<file path="src/rtl/fetch_unit.sv">
// Instruction fetch front end: holds the PC, issues word-aligned cache reads, and buffers
// returned instructions in a small FIFO for decode. Handles redirects, including during refill.
module fetch_unit #(
  parameter logic [31:0] RESET_ADDR = 32'h0000_0000,
  parameter int unsigned FIFO_DEPTH = 2
) (
  input  logic        i_clock,
  input  logic        i_reset,
  output logic [31:0] o_cache_addr,
  output logic        o_cache_rd,
  input  logic [31:0] i_cache_inst,
  input  logic        i_cache_busy,
  input  logic        i_cache_hit,
  input  logic        i_redirect,
  input  logic [31:0] i_redirect_addr,
  output logic        o_valid,
  output logic [31:0] o_inst,
  output logic [31:0] o_pc,
  input  logic        i_ready
);

  localparam int unsigned PtrW = (FIFO_DEPTH > 1) ? $clog2(FIFO_DEPTH) : 1;
  localparam int unsigned CntW = PtrW + 1;
  localparam logic [CntW-1:0] DepthCnt = CntW'(FIFO_DEPTH);

  typedef enum logic [0:0] {StFetch, StDrain} state_e;

  state_e            state_q, state_d;
  logic [31:0]       pc_q, pc_d;
  logic [31:0]       redir_q, redir_d;
  logic [31:0]       redir_tgt;
  logic [31:0]       fifo_pc_q   [FIFO_DEPTH];
  logic [31:0]       fifo_inst_q [FIFO_DEPTH];
  logic [PtrW-1:0]   rd_ptr_q, wr_ptr_q;
  logic [CntW-1:0]   cnt_q;
  logic              cap, pop, flush;
  logic              unused_redir_lsb;

  assign unused_redir_lsb = ^i_redirect_addr[1:0];
  assign redir_tgt        = {i_redirect_addr[31:2], 2'b00};

  // State register
  always_ff @(posedge i_clock) begin
    if (i_reset) begin
      state_q <= StFetch;
      pc_q    <= RESET_ADDR;
      redir_q <= '0;
    end else begin
      state_q <= state_d;
      pc_q    <= pc_d;
      redir_q <= redir_d;
    end
  end

  // Next-state logic
  always_comb begin
    state_d = state_q;
    pc_d    = pc_q;
    redir_d = redir_q;
    case (state_q)
      StFetch: begin
        if (i_redirect) begin
          // A refill in flight keeps the address pinned; park the target until it finishes.
          if (i_cache_busy) begin
            redir_d = redir_tgt;
            state_d = StDrain;
          end else begin
            pc_d = redir_tgt;
          end
        end else if (cap) begin
          pc_d = pc_q + 32'd4;
        end
      end
      StDrain: begin
        if (i_redirect) redir_d = redir_tgt;
        if (!i_cache_busy) begin
          pc_d    = i_redirect ? redir_tgt : redir_q;
          state_d = StFetch;
        end
      end
      default: state_d = StFetch;
    endcase
  end

  // Output logic
  always_comb begin
    o_cache_rd   = (state_q == StFetch) && (cnt_q < DepthCnt) && !i_reset;
    o_cache_addr = pc_q;
    cap          = o_cache_rd && i_cache_hit && !i_cache_busy && !i_redirect;
    pop          = o_valid && i_ready;
    flush        = i_redirect;
  end

  // FIFO control; a flush lets a same-cycle pop complete, then empties everything.
  always_ff @(posedge i_clock) begin
    if (i_reset || flush) begin
      rd_ptr_q <= '0;
      wr_ptr_q <= '0;
      cnt_q    <= '0;
    end else begin
      if (cap) wr_ptr_q <= wr_ptr_q + PtrW'(1);
      if (pop) rd_ptr_q <= rd_ptr_q + PtrW'(1);
      case ({cap, pop})
        2'b10:   cnt_q <= cnt_q + CntW'(1);
        2'b01:   cnt_q <= cnt_q - CntW'(1);
        default: cnt_q <= cnt_q;
      endcase
    end
  end

  always_ff @(posedge i_clock) begin
    if (cap) begin
      fifo_pc_q[wr_ptr_q]   <= pc_q;
      fifo_inst_q[wr_ptr_q] <= i_cache_inst;
    end
  end

  assign o_valid = (cnt_q != '0);
  assign o_inst  = o_valid ? fifo_inst_q[rd_ptr_q] : '0;
  assign o_pc    = o_valid ? fifo_pc_q[rd_ptr_q] : '0;

endmodule

</file>
<file path="config.mk">
export PLATFORM = sky130hd
export DESIGN_NAME = fetch_unit
export DESIGN_NICKNAME = d
export VERILOG_FILES = /design/src/rtl/fetch_unit.sv
export SDC_FILE = /design/constraint.sdc
export NUM_CORES = 1
export LEC_CHECK = 0
export BUFFER_PORTS_ARGS = -buffer_cell sky130_fd_sc_hd__buf_2
export CORE_ASPECT_RATIO = 1.1
export CORE_MARGIN = 8
export CORE_UTILIZATION = 40
export CTS_BUF_LIST = sky130_fd_sc_hd__clkbuf_4 sky130_fd_sc_hd__clkbuf_8
export DETAILED_ROUTE_END_ITERATION = 8
export GPL_TIMING_DRIVEN = 1
export PLACE_DENSITY_LB_ADDON = 0.12
export SYNTH_ARGS = -nofsm -noshare
export SYNTH_HDL_FRONTEND = slang
export SYNTH_SLANG_ARGS = --single-unit
</file>
<file path="constraint.sdc">
create_clock -name i_clock -period 9.55 [get_ports i_clock]
set_clock_uncertainty 0.05 [all_clocks]
set_input_delay 0.955 -clock i_clock [delete_from_list [all_inputs] [get_ports i_clock]]
set_output_delay 0.955 -clock i_clock [all_outputs]
set_load 0.02 [all_outputs]
</file>
==> flow_summary_export.csv <==
group,metric,value,unit
status,status,"complete, no violations",
floorplan,std_cell_rows,56,
sta,layout_setup_ws,5965,ps
placement,dpl.hpwl,14.35,mm
placement,place_congestion,0.8095,
pwr,power_frac_clock,33.0,%
global_route,grt_util_all_layers,16.24,%
min_path,min_from,"redir_q[17]",
flow_run,maxCapViolations,0,
floorplan,dieArea,26190,sq um
setup_path,startpoint,"i_reset",
synth,synth_cell_type_count,48,
clock_network,clk_latency,470,ps
finish,insertedDiodeCount,0,
min_path,min_path_type,"reg -> reg",
sta,min_period_over_period,37.54,%
finish,finalInstanceArea,9987,sq um
sta,slew_headroom,36.51,%
sta,fin_setup_tns,0,ps
drt,wire_per_inst,17.50,um
finish,final_common_cell,"buf_2",
pwr,internal_power,1.196,mW
sta,rsz0062_at_grt,"false",
pwr,switchingPower,0.4306,mW
global_route,grt_pass1_wl,33.33,mm
clock_network,cts_buffers,17,
pwr,p_comb_share,8.1,%
finish,layout_common_cells,"buf_2 (165), edfxtp_1 (128), nand2_1 (114)",
placement,pre_cts_slack,5418,ps
synth,yosysWarnings,0,
pwr,seqPwrFrac,58.9,%
pwr,p_sw_share,26.47,%
synth,synth_nets,855,
pwr,power,1.627,mW
synth,ys_seq_area_share,61.67,%
finish,drive_above_1_share,23.32,%
clock_network,ctsHoldBuffers,0,
floorplan,die_h,168.9,um
finish,fin_nets,994,
floorplan,pin_count,168,
global_route,globalRouteOverflowTotal,0,
synth,avgSynthCellArea,10.86,sq um
setup_path,cp_max_fo,75,
pwr,power.leakage,3.611,nW
drt,num_vias,6153,
sta,tightest_slew,952.3,ps
sta,post-route-min-period,3585,ps
sta,final-max-slew-violation-count,0,
placement,placed_area,9598,sq um
drt,drt_iter0_drc,371,
pwr,ir_drop,94.89,uV
drt,drc_errors,0,
drt,antenna_left,0,
synth,ys_ff_latch,198,
sta,max_clock_freq,279.0,MHz
finish,stdcell_count,1225,
drt,drtPass1Iterations,5,
finish,synthToLayoutAreaGrowth,17.42,%
clock_network,clockRootBuffer,"clkbuf_8",
setup_path,rr_startpoint,"state_q",
drt,wl,21.44,mm
clock_network,cts.sinks,198,
clock_network,cts_tree,"yes",
drt,drt-vias-per-instance,5.023,
clock_network,clock_path_buffers,2,
sta,hold_viol,0,
global_route,first_global_vias,5917,
placement,io_buffers,165,
floorplan,initial_core_util,40.33,%
floorplan,core-area,21090,sq um
setup_path,worst_setup_path_end_kind,"register",
clock_network,clk_pin_slew_worst_paths,110,ps
global_route,antenna_found_initial,0,
global_route,grt_max_degree,76,
clock_network,post_cts_buffers,0,
setup_path,cp.arrival,3630,ps
sta,setup-violations-final,0,
pwr,cellPowerDensity,162.9,nW/um^2
synth,syn_inst,783,
synth,synthesis.area,8506,sq um
placement,dp_cells,1193,
clock_network,post_cts_resized,0,
setup_path,start_kind,"primary input",
floorplan,fp.dieW,155.0,um
setup_path,worst_ep_required_time,9590,ps
clock_network,ctsHtreeMaxLevel,4,
setup_path,worst-setup-path-type,"in -> reg",
==> worst max-delay path: stages <==
cell,delay [ps]
buf_2,90
buf_4,340
or3_1,540
or3_1,550
nor2_4,430
buf_4,650
==> stage by stage <==
| step | hold slack (ps) | utilization [%] |
|---|---|---|
| 6_report | 409.5 | 47.35 |
| 5_1_grt | 428.2 | 47.35 |
| 4_1_cts | 410.4 | 47.35 |
| 3_5_place_dp | 394.4 | 45.51 |
| 3_3_place_gp | 388.9 | 45.51 |
| 2_1_floorplan | 381.9 | - |
==> power groups by stage <==
| stage | registers (mW) | clock network, mW | logic [mW] |
|---|---|---|---|
| global route | 0.963 | 0.586 | 0.147 |
| CTS | 0.959 | 0.556 | 0.133 |
| detailed placement | 0.979 | 0 | 0.133 |
| floorplan | 0.981 | 0 | 0.0729 |
| finish | 0.959 | 0.536 | 0.132 |
| global placement | 0.978 | 0 | 0.132 |
==> flip-flops by register name (all words and copies together), names as in the netlist, named ones only <==
signal        cells
state_q           1
rd_ptr_q          1
fifo_pc_q        64
fifo_inst_q      64
o_cache_addr     32
cnt_q             2
redir_q          32
wr_ptr_q          1
==> routing by layer <==
metal	GRT usage, %	wire length, um	up-vias
met5	0	0	-
met4	4.478	248	0
met3	3.571	1236	14
met2	25.45	9839	161
met1	22.25	10120	2873
li1	-	-	3105
==> logic make-up after synthesis <==
logic type               synth area share, %
buffers and inverters                  3.148
AND/OR/NAND/NOR                        15.27
flip-flops                             61.67
adder cells (fa/ha/maj)               0.2942
XOR/XNOR                              0.6178
AO/OA/AOI/OAI                          9.944
multiplexers                           9.061
==> path summary, 6_finish.rpt <==
path | end | slack [ps] | cells past startpoint
max reg2reg | fifo_pc_q[1][18] | 6670 | 4
max | fifo_pc_q[1][18] | 5970 | 6
min | redir_q[17] | 410 | 2
min reg2reg | redir_q[17] | 410 | 2
==> Yosys cell counts, drive strengths merged <==
master  number  share of area [%]
o311ai       2               0.21
or3          4               0.29
edfxtp     128                 45
o32ai        5               0.51
a211oi       6               0.53
dfxtp       70                 16
a21o         1              0.088
inv         12               0.53
nand3b       2               0.18
nand2      114                5.0
and4         6               0.62
and3         2               0.15
a41oi        1               0.10
o21a         2               0.18
ha           2               0.29
xnor2        4               0.41
o31a         3               0.31
a21bo        1               0.12
and2         5               0.37
nand4       13                1.0
o211a        1               0.12
o21bai       1              0.088
nand2b       6               0.44
a31oi        2               0.15
a22oi        3               0.26
o31ai        4               0.35
a32oi        1               0.10
o22ai        6               0.44
nand3       15               0.88
nor3b        5               0.44
nor3        15               0.88
xor2         2               0.21
clkbuf      33                1.5
nor2        94                4.1
a21oi       60                3.5
buf         23                1.2
nor4         9               0.74
mux2i       77                9.1
o311a        1               0.12
or2          1              0.074
o41ai        2               0.21
o21ai       31                1.8
o211ai       8               0.71
==> area by class of cell <==
type,instances,area [sq um]
tap,290,362.8
multi-input combinational,517,3033
sequential,198,5249
clock buffer,17,234.0
timing repair buffer,176,908.4
inverter,12,45.04
clock inverter,15,155.1
fill,2020,11100
Note: power is estimated with default switching activity, not from simulation.
